<file path="config.mk">
export PLATFORM = sky130hd
export DESIGN_NAME = app_stream_engine_flat
export DESIGN_NICKNAME = d
export VERILOG_FILES = /design/src/rtl/app_pkg.sv /design/src/rtl/app_stream_engine_if.sv /design/src/rtl/app_hold_stage.sv /design/src/rtl/app_stream_engine.sv /design/src/flat_wrapper.sv
export SDC_FILE = /design/constraint.sdc
export NUM_CORES = 1
export LEC_CHECK = 0
export BUFFER_PORTS_ARGS = -buffer_cell sky130_fd_sc_hd__buf_2
export CAP_MARGIN = 15
export CORE_MARGIN = 2
export CORE_UTILIZATION = 52
export DETAILED_ROUTE_END_ITERATION = 10
export PLACE_DENSITY = 0.78
export REMOVE_ABC_BUFFERS = 1
export SLEW_MARGIN = 25
export SYNTH_ARGS = -nofsm -noshare
export SYNTH_HDL_FRONTEND = slang
export SYNTH_SLANG_ARGS = --single-unit
</file>
<file path="constraint.sdc">
create_clock -name CLK -period 2.75 [get_ports CLK]
set_input_delay 0.55 -clock CLK [delete_from_list [all_inputs] [get_ports CLK]]
set_output_delay 0.55 -clock CLK [all_outputs]
set_load 0.01 [all_outputs]
</file>
<file path="src/rtl/app_pkg.sv">
// app_pkg: constants shared by the stream application blocks.
//   - Mode encodings for the VCR app_mode register.
//   - Bit positions inside the app_status word.
//   - mode_supported(): true for the mode codes this engine implements.
package app_pkg;

    localparam logic [7:0] MODE_PASS     = 8'd0;
    localparam logic [7:0] MODE_THROTTLE = 8'd1;
    localparam logic [7:0] MODE_INVPKT   = 8'd2;
    localparam logic [7:0] MODE_GEN      = 8'd3;

    localparam int ST_UNSUPPORTED = 0;
    localparam int ST_HOLD_VALID  = 1;
    localparam int ST_FULL_STALL  = 2;
    localparam int ST_THR_MISS    = 3;
    localparam int ST_MODE_LSB    = 4;

    function automatic logic mode_supported(input logic [7:0] mode);
        return (mode[7:2] == 6'd0);
    endfunction

endpackage

</file>
<file path="src/rtl/app_stream_engine_if.sv">
// app_stream_engine_if: FIFO-side bus of a stream application block.
//   din/empty/rd_en : first-word-fall-through input FIFO (din valid when ~empty)
//   dout/wr_en/full : output FIFO push side
//   pkt_end         : packet-end marker travelling with dout, qualified by wr_en
// Modports:
//   master : the application engine
//   slave  : the FIFO pair surrounding it
interface app_stream_engine_if #(
    parameter int DW = 64
);
    logic [DW-1:0] din;
    logic          empty;
    logic          rd_en;
    logic [DW-1:0] dout;
    logic          wr_en;
    logic          full;
    logic          pkt_end;

    modport master (
        input  din, empty, full,
        output rd_en, dout, wr_en, pkt_end
    );

    modport slave (
        output din, empty, full,
        input  rd_en, dout, wr_en, pkt_end
    );
endinterface

</file>
<file path="src/rtl/app_hold_stage.sv">
// app_hold_stage: single-entry registered output buffer.
//   CLK, RESET_N  : clock, asynchronous active-low reset
//   load          : request to capture load_data/load_pkt_end (honoured only when can_load)
//   load_data     : word to hold
//   load_pkt_end  : packet-end flag stored alongside the word
//   full          : downstream FIFO full
//   can_load      : buffer empty or draining this cycle
//   wr_en         : downstream push (valid held word and room downstream)
//   hold_valid    : buffer occupied
//   dout, pkt_end : held word and its packet-end flag
// A load on the same edge as a write replaces the outgoing word, giving
// one word per cycle with no bubble.
module app_hold_stage #(
    parameter int DW = 64
) (
    input  logic          CLK,
    input  logic          RESET_N,
    input  logic          load,
    input  logic [DW-1:0] load_data,
    input  logic          load_pkt_end,
    input  logic          full,
    output logic          can_load,
    output logic          wr_en,
    output logic          hold_valid,
    output logic [DW-1:0] dout,
    output logic          pkt_end
);

    assign wr_en    = hold_valid & ~full;
    assign can_load = ~hold_valid | wr_en;

    // holding register stage
    always_ff @(posedge CLK or negedge RESET_N) begin
        if (!RESET_N) begin
            hold_valid <= 1'b0;
            dout       <= '0;
            pkt_end    <= 1'b0;
        end else if (load && can_load) begin
            hold_valid <= 1'b1;
            dout       <= load_data;
            pkt_end    <= load_pkt_end;
        end else if (wr_en) begin
            hold_valid <= 1'b0;
        end
    end

endmodule

</file>
<file path="src/rtl/app_stream_engine.sv">
// app_stream_engine: moves words from the input FIFO to the output FIFO
// through one holding register, under a VCR-selected mode.
//   CLK, RESET_N : clock, asynchronous active-low reset
//   bus          : FIFO-side stream bus (master modport)
//   app_mode     : requested mode (0 pass, 1 throttle, 2 invert/packetise, 3 generator)
//   app_status   : [0] unsupported mode, [1] hold_valid, [2] sticky full stall,
//                  [3] sticky throttle slot missed on empty, [7:4] active mode
// Parameters: DW word width, PKT_WORDS words per packet (modes 2/3),
// THROTTLE cycles per word (mode 1), CW generator/counter width.
module app_stream_engine
    import app_pkg::*;
#(
    parameter int DW        = 64,
    parameter int PKT_WORDS = 16,
    parameter int THROTTLE  = 16,
    parameter int CW        = 16
) (
    input  logic                CLK,
    input  logic                RESET_N,
    app_stream_engine_if.master bus,
    input  logic [7:0]          app_mode,
    output logic [7:0]          app_status
);

    localparam int TW = (THROTTLE  > 1) ? $clog2(THROTTLE)  : 1;
    localparam int WW = (PKT_WORDS > 1) ? $clog2(PKT_WORDS) : 1;
    localparam logic [TW-1:0] THR_LAST = TW'(THROTTLE - 1);
    localparam logic [WW-1:0] WC_LAST  = WW'(PKT_WORDS - 1);

    logic [7:0]    mode_r;
    logic [WW-1:0] word_cnt;
    logic [TW-1:0] thr_cnt;
    logic [CW-1:0] gen_cnt;
    logic          sticky_full;
    logic          sticky_miss;

    logic          can_load;
    logic          wr_en;
    logic          hold_valid;
    logic [DW-1:0] dout;
    logic          pkt_end;

    logic          mode_change;
    logic          thr_slot;
    logic          pkt_last;
    logic          rd_en;
    logic          load_p0;
    logic [DW-1:0] ld_data_p0;
    logic          ld_pkt_end_p0;

    // A mode change takes the slot in which a load could have happened, so
    // no word is ever loaded under one mode and counted under another.
    assign mode_change = can_load && (app_mode != mode_r);
    assign thr_slot    = (thr_cnt == THR_LAST);
    assign pkt_last    = (word_cnt == WC_LAST);

    // load selection stage
    always_comb begin
        rd_en         = 1'b0;
        load_p0       = 1'b0;
        ld_data_p0    = '0;
        ld_pkt_end_p0 = 1'b0;
        if (RESET_N && can_load && !mode_change) begin
            case (mode_r)
                MODE_PASS: begin
                    if (!bus.empty) begin
                        rd_en         = 1'b1;
                        load_p0       = 1'b1;
                        ld_data_p0    = bus.din;
                        ld_pkt_end_p0 = 1'b1;
                    end
                end
                MODE_THROTTLE: begin
                    if (!bus.empty && thr_slot) begin
                        rd_en         = 1'b1;
                        load_p0       = 1'b1;
                        ld_data_p0    = bus.din;
                        ld_pkt_end_p0 = 1'b1;
                    end
                end
                MODE_INVPKT: begin
                    if (!bus.empty) begin
                        rd_en         = 1'b1;
                        load_p0       = 1'b1;
                        ld_data_p0    = ~bus.din;
                        ld_pkt_end_p0 = pkt_last;
                    end
                end
                MODE_GEN: begin
                    load_p0       = 1'b1;
                    ld_data_p0    = DW'(gen_cnt);
                    ld_pkt_end_p0 = pkt_last;
                end
                default: ;
            endcase
        end
    end

    // control registers
    always_ff @(posedge CLK or negedge RESET_N) begin
        if (!RESET_N) begin
            mode_r      <= '0;
            word_cnt    <= '0;
            thr_cnt     <= '0;
            gen_cnt     <= '0;
            sticky_full <= 1'b0;
            sticky_miss <= 1'b0;
        end else begin
            if (mode_change) begin
                mode_r   <= app_mode;
                word_cnt <= '0;
                thr_cnt  <= '0;
            end else begin
                thr_cnt <= thr_slot ? '0 : thr_cnt + 1'b1;
                if (load_p0 && (mode_r == MODE_INVPKT || mode_r == MODE_GEN))
                    word_cnt <= pkt_last ? '0 : word_cnt + 1'b1;
            end
            // generator value survives mode changes; only reset clears it
            if (load_p0 && mode_r == MODE_GEN)
                gen_cnt <= gen_cnt + 1'b1;
            if (hold_valid && bus.full)
                sticky_full <= 1'b1;
            if (!mode_change && mode_r == MODE_THROTTLE && thr_slot && bus.empty)
                sticky_miss <= 1'b1;
        end
    end

    app_hold_stage #(.DW(DW)) u_hold (
        .CLK          (CLK),
        .RESET_N      (RESET_N),
        .load         (load_p0),
        .load_data    (ld_data_p0),
        .load_pkt_end (ld_pkt_end_p0),
        .full         (bus.full),
        .can_load     (can_load),
        .wr_en        (wr_en),
        .hold_valid   (hold_valid),
        .dout         (dout),
        .pkt_end      (pkt_end)
    );

    assign bus.rd_en   = rd_en;
    assign bus.wr_en   = wr_en;
    assign bus.dout    = dout;
    assign bus.pkt_end = pkt_end;

    always_comb begin
        app_status                              = '0;
        app_status[ST_UNSUPPORTED]              = ~mode_supported(mode_r);
        app_status[ST_HOLD_VALID]               = hold_valid;
        app_status[ST_FULL_STALL]               = sticky_full;
        app_status[ST_THR_MISS]                 = sticky_miss;
        app_status[ST_MODE_LSB+3:ST_MODE_LSB]   = mode_r[3:0];
    end

endmodule

</file>
<file path="src/flat_wrapper.sv">
// flat-port wrapper written by rule: the top's interface ports become plain ports
module app_stream_engine_flat import app_pkg::*;
#(
    parameter int DW        = 64,
    parameter int PKT_WORDS = 16,
    parameter int THROTTLE  = 16,
    parameter int CW        = 16
)
  (CLK, RESET_N, app_mode, app_status, bus_din, bus_empty, bus_full, bus_rd_en, bus_dout, bus_wr_en, bus_pkt_end);
  app_stream_engine_if #(.DW(DW)) bus_i ();
  input  logic CLK;
  input  logic RESET_N;
  input  logic [7:0] app_mode;
  output logic [7:0] app_status;
  input wire logic [$bits(bus_i.din)-1:0] bus_din;
  input wire logic [$bits(bus_i.empty)-1:0] bus_empty;
  input wire logic [$bits(bus_i.full)-1:0] bus_full;
  output wire logic [$bits(bus_i.rd_en)-1:0] bus_rd_en;
  output wire logic [$bits(bus_i.dout)-1:0] bus_dout;
  output wire logic [$bits(bus_i.wr_en)-1:0] bus_wr_en;
  output wire logic [$bits(bus_i.pkt_end)-1:0] bus_pkt_end;
  assign bus_i.din = bus_din;
  assign bus_i.empty = bus_empty;
  assign bus_i.full = bus_full;
  assign bus_rd_en = bus_i.rd_en;
  assign bus_dout = bus_i.dout;
  assign bus_wr_en = bus_i.wr_en;
  assign bus_pkt_end = bus_i.pkt_end;
  app_stream_engine #(.DW(DW), .PKT_WORDS(PKT_WORDS), .THROTTLE(THROTTLE), .CW(CW)) u_core (.CLK(CLK), .RESET_N(RESET_N), .bus(bus_i), .app_mode(app_mode), .app_status(app_status));
endmodule
</file>
# == Yosys cells after proc, flatten, opt, wreduce, memory -nomap -nowiden ==
# Cells that the tools add are included.
# totals
input_bits,76
output_inout_bits,75
word_cells,64
register_bits,100
# op_classes
n_bitwise,6
n_eq_ne,6
reduce_logical,19
n_addsub,3
mux,21
# op_table
op,n
$mux 64,4
$pmux 64 s4,1
$not 64->64,1
$mux 4,5
$add 16x1->16 const B,1
$eq 8x2->1 const B,2
$logic_and 1x1->1,11
$add 4x1->4 const B,2
$eq 4x4->1 const B,2
$eq 8x1->1 const B,1
$logic_not 8->1,1
$mux 1,8
$ne 8x8->1,1
$logic_not 6->1,1
$pmux 1 s4,1
$reduce_bool 2->1,2
$not 1->1,3
$pmux 1 s3,1
$logic_not 1->1,2
$pmux 1 s2,1
$reduce_or 2->1,1
$and 1x1->1,1
$logic_or 1x1->1,1
$or 1x1->1,1

# == Longest topological paths before layout ==
# Gate-level depths: netlist of run 1.
# depth
depth_word,10
mapped_depth,9
ltp_nobuf,6

# == By module ==
# Synthesis of run 1 repeated with hierarchy kept, for this count alone.
# unflattened
cells_unflattened,535
area_unflattened_um2,5549.1
# modules_own_cells
mod,seq_area_each_um2,cells_per_inst,area_per_inst_um2,instances
app_stream_engine,850.8,393,2834.0,1
app_hold_stage,1651.6,142,2715.1,1

# == Worst setup path after synthesis of run 1 ==
# OpenSTA, ideal clock, no wires.
# synth_path
path_kind,reg-to-output
start,register u_core.mode_r[2]
end,output port bus_rd_en
stages_incl_launch_ff,7
required_ps,2200
path_buffers,2
slack_ps,272
arrival_time_ps,1928
path_cell_list,dfrtp_1 > nor4_4 > nand2_2 > or4_1 > clkbuf_1 > clkbuf_1 > nor2_1
# synth_between
elab_chain_len,5
elab_cells_between_ends,10
classes_between,eq/ne (3); mux (2); reduce/logical (5)
# synth_lines
element,line,text
"start, declared",app_stream_engine.sv:30,logic [7:0] mode_r;
"start signal, assigned",app_stream_engine.sv:110,mode_r <= app_mode;
"parallel branches: the longest is 4 deep, another holds $eq 8x2->1",--,
$mux 1 *,app_stream_engine.sv:63,if (RESET_N && can_load && !mode_change) begin
"end, declared",flat_wrapper.sv:18,output wire logic [$bits(bus_i.rd_en)-1:0] bus_rd_en;
# Every way passes the cells marked *.

# == Final worst setup path of run 1 ==
# Ends and elaborated chain as after synthesis.

==> reports/qor.txt, run 1 <==
Port Buffer Count -> 150
final hold viol count -> 0
Fmax -> 387 MHz
via count -> 4,308
# fillers -> 760
worst hold slack -> 0.237 ns
post-DP HPWL -> 8570 µm
I/O pins -> 151
met2 Resource Use GR -> 0.395
Final Instance Area -> 5930 µm²
Synth Register Bits -> 100
Crit Path Max Fanout -> 5
met1 GRT Util -> 0.333
period utilization -> 0.940
GPL Wtd Cong -> 0.867
per-cell routed wire length -> 16.5 µm
# rows -> 35
Die Area -> 10,200 µm²
worst vdd ir -> 0.250 mV
met3 Use GR -> 0.0395
grt ovf -> 0
clk buf depth -> 2
Max Slew Vio Count -> 0
EDFF count, synth -> 0
CTS Buf Count -> 9
worst slew pin tran -> 0.842 ns
reg2reg setup slack -> 0.31 ns
Worst Path Arrival -> 2.03 ns
grt peak-use layer -> met2
drt pass-1 iters -> 5
initial core utilization -> 0.533
worst skew pair latency -> 0.36 ns
Synth warnings -> 0
DRC -> 0
fin crit period -> 2.58 ns
Slew headroom -> 0.438
initial antenna violation count -> 0
mapped cell area -> 4900 µm²
Syn-to-layout area delta -> 20.8%
diode count -> 0
Post-CTS Hold Fix Bufs -> 0
Iter 0 DRT Violations -> 197
Core Region -> 9200 µm²
clk_skew -> 0.0156 ns
clock tree sinks -> 100
Primary FF master, synth -> dfrtp_1
Mapped Cells -> 500
Final setup violation count -> 0
vias in the first global route -> 4,031
synth unique cells -> 41
Crit Path Class -> reg -> out
vias per cell -> 5.74
share of cells above drive strength 1 -> 0.321
status -> finished, final reports clean
Tot GR Track Use -> 0.240
CP Capture Type -> primary output
total power draw -> 2.72 mW
sequential element share of the synthesized area -> 0.510
CP required -> 2.20 ns
Final Core Density -> 0.644
Static Leakage -> 2.92 nW
Routed WL -> 12,400 µm
largest net degree at the start of global routing -> 66
Area after DPL -> 5690 µm²
Mean Syn Cell Area -> 9.81 µm²
Die X -> 101 µm
Final #Nets -> 713
commonest cells after routing, fill and taps aside -> buf_2 (149), dfrtp_1 (98), nor2_1 (59)
first-pass GRT wire length -> 19,600 µm
Synth async-reset ratio -> 1.00
DRT antenna net count -> 0
root buffer cell -> clkbuf_8
H-tree level count -> 3
die span in y -> 101 µm
Hold/Removal Path Class -> in -> async
MaxCap Viol Count -> 0
type of origin of the critical path -> flop
Clock Pin Slew Worst Setup and Hold Paths -> 0.11 ns
most common cell after layout, fill and taps aside -> buf_2
Power Dens Cells -> 459 nW/µm²
RSZ-0062 raised after global routing -> false
worst-case reg-to-reg path depth -> 7
CTS tree -> yes
## per-layer routing
metal	wire [µm]	vias to the layer above
met5	0	-
met4	136	0
met3	908	12
met2	5890	168
met1	5440	2063
li1	-	2065
## sequential cells by signal, indices dropped and copies added, names as in the netlist
name                      flops
u_core.u_hold.pkt_end         1
u_core.sticky_full            1
u_core.sticky_miss            1
u_core.u_hold.dout           64
u_core.mode_r                 8
u_core.u_hold.hold_valid      1
u_core.gen_cnt               16
u_core.word_cnt               4
u_core.thr_cnt                4
## path summary, 6_finish.rpt
kind	from	to
hold reg to reg	u_core.gen_cnt[15]$_DFFE_PN0P_	u_core.gen_cnt[15]$_DFFE_PN0P_
hold / removal	RESET_N	u_core.u_hold.dout[55]$_DFFE_PN0P_
max in group asynchronous	RESET_N	u_core.mode_r[2]$_DFFE_PN0N_
setup / recovery	u_core.mode_r[2]$_DFFE_PN0N_	bus_rd_en
min in group CLK	app_mode[0]	u_core.mode_r[0]$_DFFE_PN0N_
setup reg to reg	u_core.mode_r[2]$_DFFE_PN0N_	u_core.u_hold.dout[27]$_DFFE_PN0P_
## power breakdown
part	switching, mW	total [mW]	internal, mW
Combinational	0.156	0.256	0.100
Clock	0.527	0.981	0.454
Sequential	0.00927	1.49	1.48
Total	0.692	2.72	2.03
## worst max-delay path, stage by stage, from the launching register on
cell and delay [ns]:
dfrtp_2 0.45, nor4_4 0.32, nand2_2 0.14, or4_4 0.51, nor2_2 0.13, buf_2 0.14
## metrics by stage
step	worst slack, ns	instances	TNS, ns
final	0.166	750	0
after global routing	0.0729	750	0
after CTS	0.0188	749	0
after detailed placement	0.163	732	0
after global placement	0.232	732	0
after floorplan	-0.240	455	-11.54
## layout make-up
type | count | area, µm² | share of cell area
multi-input combinational | 352 | 2170 | 0.367
sequential | 100 | 2500 | 0.423
inverter | 3 | 11.3 | 0.00190
tap | 111 | 139 | 0.0234
timing repair buffer | 168 | 888 | 0.150
clock buffer | 10 | 138 | 0.0232
clock inverter | 6 | 72.6 | 0.0122
## synth_stat cells (all sizes together), types with 2 or more instances
| library cell | count | area, µm² |
|---|---|---|
| a21oi | 52 | 260 |
| and2 | 3 | 18.8 |
| nand2 | 30 | 115 |
| nor2 | 61 | 229 |
| nand3 | 6 | 30.0 |
| clkbuf | 32 | 120 |
| or4 | 2 | 15.0 |
| nand2b | 2 | 12.5 |
| a21bo | 2 | 20.0 |
| or2 | 3 | 18.8 |
| mux2i | 2 | 20.0 |
| buf | 13 | 114 |
| xor2 | 14 | 123 |
| a22oi | 16 | 120 |
| nand4 | 7 | 43.8 |
| mux2 | 10 | 113 |
| dfrtp | 100 | 2500 |
| nor3 | 8 | 40.0 |
| o2bb2ai | 48 | 420 |
| o21ai | 50 | 250 |
| a21o | 2 | 15.0 |
| nor2b | 2 | 12.5 |
| ha | 3 | 37.5 |
| inv | 3 | 11.3 |
| xnor2 | 10 | 87.6 |
| nor4 | 8 | 65.1 |
| nor3b | 2 | 15.0 |
## cell families after synthesis
logic type | share of synthesized area
compound gates | 0.233
simple gates | 0.129
xor+xnor | 0.0429
buf+inv | 0.0500
flops | 0.510
fa+ha+maj | 0.00765
mux | 0.0270
## timing repair
action                     in CTS  in global routing
setup endpoints to repair       1                  1
pin swaps                       1                  2
gates cloned                    0                  0
setup buffers                   1                  1
resized for setup               1                  3
Note: power is estimated with default switching activity, not from simulation.
==> inputs of run 2 (changes only) <==
--- a/config.mk
+++ b/config.mk
@@ -10,7 +10,7 @@
 export CORE_MARGIN = 2
 export CORE_UTILIZATION = 52
 export DETAILED_ROUTE_END_ITERATION = 10
-export PLACE_DENSITY = 0.78
+export PLACE_DENSITY = 0.81
 export REMOVE_ABC_BUFFERS = 1
 export SLEW_MARGIN = 25
 export SYNTH_ARGS = -nofsm -noshare
==> run 2 against run 1 <==
Effect of this change: wire length shrank 0.65%; sequential share of layout area is essentially flat; cell count fell by 0.67%.
==> reports/qor.txt, run 2 (synthesis gave the netlist of run 1 again) <==
crit path launch -> u_core.mode_r[2]$_DFFE_PN0N_ (unchanged)
FF-to-FF End -> u_core.u_hold.dout[2]$_DFFE_PN0P_ (was u_core.u_hold.dout[27]$_DFFE_PN0P_)
initial antenna violation count -> 0 (unchanged)
diode count -> 0 (unchanged)
fin crit period -> 2.61 ns (was 2.58 ns)
Hold/Removal Path Class -> in -> async (unchanged)
DRC -> 0 (unchanged)
worst slew pin tran -> 0.926 ns (was 0.842 ns)
Max Slew Vio Count -> 0 (unchanged)
Fmax -> 384 MHz (was 387 MHz)
Crit Path Class -> reg -> out (unchanged)
via count -> 4,329 (was 4,308)
clock share of power -> 0.376 (was 0.360)
Sw Pwr -> 0.654 mW (was 0.692 mW)
Final setup violation count -> 0 (unchanged)
Final #Nets -> 709 (was 713)
Core Region -> 9200 µm² (unchanged)
Port Buffer Count -> 150 (unchanged)
DRT antenna net count -> 0 (unchanged)
# rows -> 35 (unchanged)
Crit Path Max Fanout -> 9 (was 5)
vias in the first global route -> 4,150 (was 4,031)
Static Leakage -> 2.93 nW (was 2.92 nW)
setup TNS -> 0 ns (unchanged)
Power Dens Cells -> 471 nW/µm² (was 459 nW/µm²)
worst skew pair latency -> 0.36 ns (about the same)
sequential group share of total power -> 0.533 (was 0.546)
worst-case reg-to-reg path depth -> 7 (unchanged)
GPL Wtd Cong -> 0.796 (was 0.867)
commonest cells after routing, fill and taps aside -> buf_2 (149), dfrtp_1 (99), nor2_1 (60) (was buf_2 (149), dfrtp_1 (98), nor2_1 (59))
largest net degree at the start of global routing -> 64 (was 66)
status -> finished, final reports clean (unchanged)
worst vdd ir -> 0.286 mV (was 0.250 mV)
CP Capture Type -> primary output (unchanged)
Critical Path Max Stage Delay -> 0.58 ns (was 0.51 ns)
Die Area -> 10,200 µm² (unchanged)
CTS Buf Count -> 9 (unchanged)
per-cell routed wire length -> 16.5 µm (about the same)
clock tree sinks -> 100 (unchanged)
placed cells -> 729 (was 732)
Worst Path Arrival -> 2.06 ns (was 2.03 ns)
period utilization -> 0.948 (was 0.940)
Worst Path Buf+Inv -> 1 (unchanged)
worst-path cell chain -> xnor2_1 -> nand4_1 -> or4_4 -> nor2_1 -> buf_2 (was nor4_4 -> nand2_2 -> or4_4 -> nor2_2 -> buf_2)
CP required -> 2.20 ns (about the same)
MaxCap Viol Count -> 0 (unchanged)
RSZ-0062 raised after global routing -> false (unchanged)
vias per cell -> 5.81 (was 5.74)
Routed WL -> 12,300 µm (was 12,400 µm)
share of cells above drive strength 1 -> 0.312 (was 0.321)
Iter 0 DRT Violations -> 198 (was 197)
final hold viol count -> 0 (unchanged)
Syn-to-layout area delta -> 20.7% (was 20.8%)
reg2reg setup slack -> 0.43 ns (was 0.31 ns)
CTS tree -> yes (unchanged)
clk buf depth -> 2 (unchanged)
most common cell after layout, fill and taps aside -> buf_2 (unchanged)
type of origin of the critical path -> flop (unchanged)
Net Sw Frac -> 0.235 (was 0.254)
# fillers -> 739 (was 760)
r2r startpoint -> u_core.thr_cnt[0]$_DFF_PN0_ (was u_core.mode_r[2]$_DFFE_PN0N_)
drt pass-1 iters -> 4 (was 5)
Slew headroom -> 0.382 (was 0.438)
I/O pins -> 151 (unchanged)
post-DP HPWL -> 8520 µm (was 8570 µm)
logic gate share of total power -> 0.091 (was 0.094)
Largest register FFs -> 64 (unchanged)
Largest regs -> u_core.u_hold.dout: 64 flops, u_core.gen_cnt: 16 flops, u_core.mode_r: 8 flops (unchanged)
first-pass GRT wire length -> 19,800 µm (was 19,600 µm)
H-tree level count -> 3 (unchanged)
CP max stage cell -> or4_4 (unchanged)
Die X -> 101 µm (unchanged)
initial core utilization -> 0.533 (unchanged)
grt ovf -> 0 (unchanged)
Top delay family on crit path -> simple AND/OR/NAND/NOR gates (unchanged)
root buffer cell -> clkbuf_8 (unchanged)
register with the most flip-flops -> u_core.u_hold.dout (unchanged)
die span in y -> 101 µm (unchanged)
Tot GR Track Use -> 0.241 (was 0.240)
Pint -> 2.13 mW (was 2.03 mW)
fin cells -> 745 (was 750)
clk_skew -> 0.00709 ns (was 0.0156 ns)
Clock Pin Slew Worst Setup and Hold Paths -> 0.09 ns (was 0.11 ns)
## run 2: changes by cell type in the layout (fill, tap and decap cells not counted)
cell,previous run,this run
buf_4,19,14
clkinvlp_4,3,1
buf_12,0,1
bufinv_16,1,2
clkbuf_8,10,11
clkinv_2,0,1
clkinv_4,1,0
dfrtp_1,98,99
dfrtp_2,2,1
inv_8,1,0
nor2_1,59,60
nor2_2,1,0
## run 2: cell type report
type | instances | area, µm² | share of cell area
multi-input cells | 352 | 2170 | 0.367
repair buffers | 164 | 871 | 0.147
clock inverters | 4 | 72.6 | 0.0123
well taps | 111 | 139 | 0.0235
inverters | 3 | 11.3 | 0.00190
clock buffers | 11 | 151 | 0.0256
flip-flops and latches | 100 | 2500 | 0.423
## run 2: worst register-to-register path, delay by kind of cell, from the launching register on
family	cells	cell delay, ns
buf+inv	1	0.22
compound gates	2	0.46
fa+ha+maj	1	0.22
simple gates	3	0.94
flops	1	0.40
## run 2: worst max-delay path by stage
stage	slack [ns]	cells after the start	endpoint
after global routing	0.02	5	bus_rd_en
after CTS	0.05	5	bus_rd_en
final	0.14	5	bus_rd_en
after global placement	0.24	6	bus_rd_en
after detailed placement	0.22	7	u_core.u_hold.dout[20]$_DFFE_PN0P_
after floorplan	-0.24	5	u_core.u_hold.dout[16]$_DFFE_PN0P_
## run 2: through the flow
stage	area [µm²]	utilization	hold slack [ns]	worst slack (ns)	power, mW
after floorplan	4670	-	0.254	-0.240	1.62
after global placement	5680	0.618	0.452	0.238	1.76
after detailed placement	5680	0.618	0.461	0.216	1.77
after CTS	5920	0.644	0.248	0.0475	2.81
after global routing	5920	0.644	0.289	0.0241	2.88
final	5920	0.644	0.254	0.143	2.79
## run 2: per-layer routing
layer	track usage	share of wire	up-vias
met5	0	0	-
met4	0.0821	0.019	0
met3	0.0361	0.059	18
met2	0.395	0.47	165
met1	0.329	0.45	2091
li1	-	-	2055
## run 2: power groups by stage
stage | Sequential (mW) | Combinational (mW) | Clock (mW)
finish | 1.49 | 0.253 | 1.05
global route | 1.49 | 0.285 | 1.11
CTS | 1.49 | 0.254 | 1.07
detailed placement | 1.51 | 0.254 | 0
global placement | 1.51 | 0.245 | 0
floorplan | 1.52 | 0.101 | 0
## run 2: repair_timing
item | in CTS | in global routing
endpoints found under the hold margin | 0 | 0
hold buffers | 0 | 0
buffers inserted | 1 | 0
pin swaps | 1 | 1
cloned | 0 | 0
resized for setup | 1 | 1
setup endpoints to repair | 1 | 1
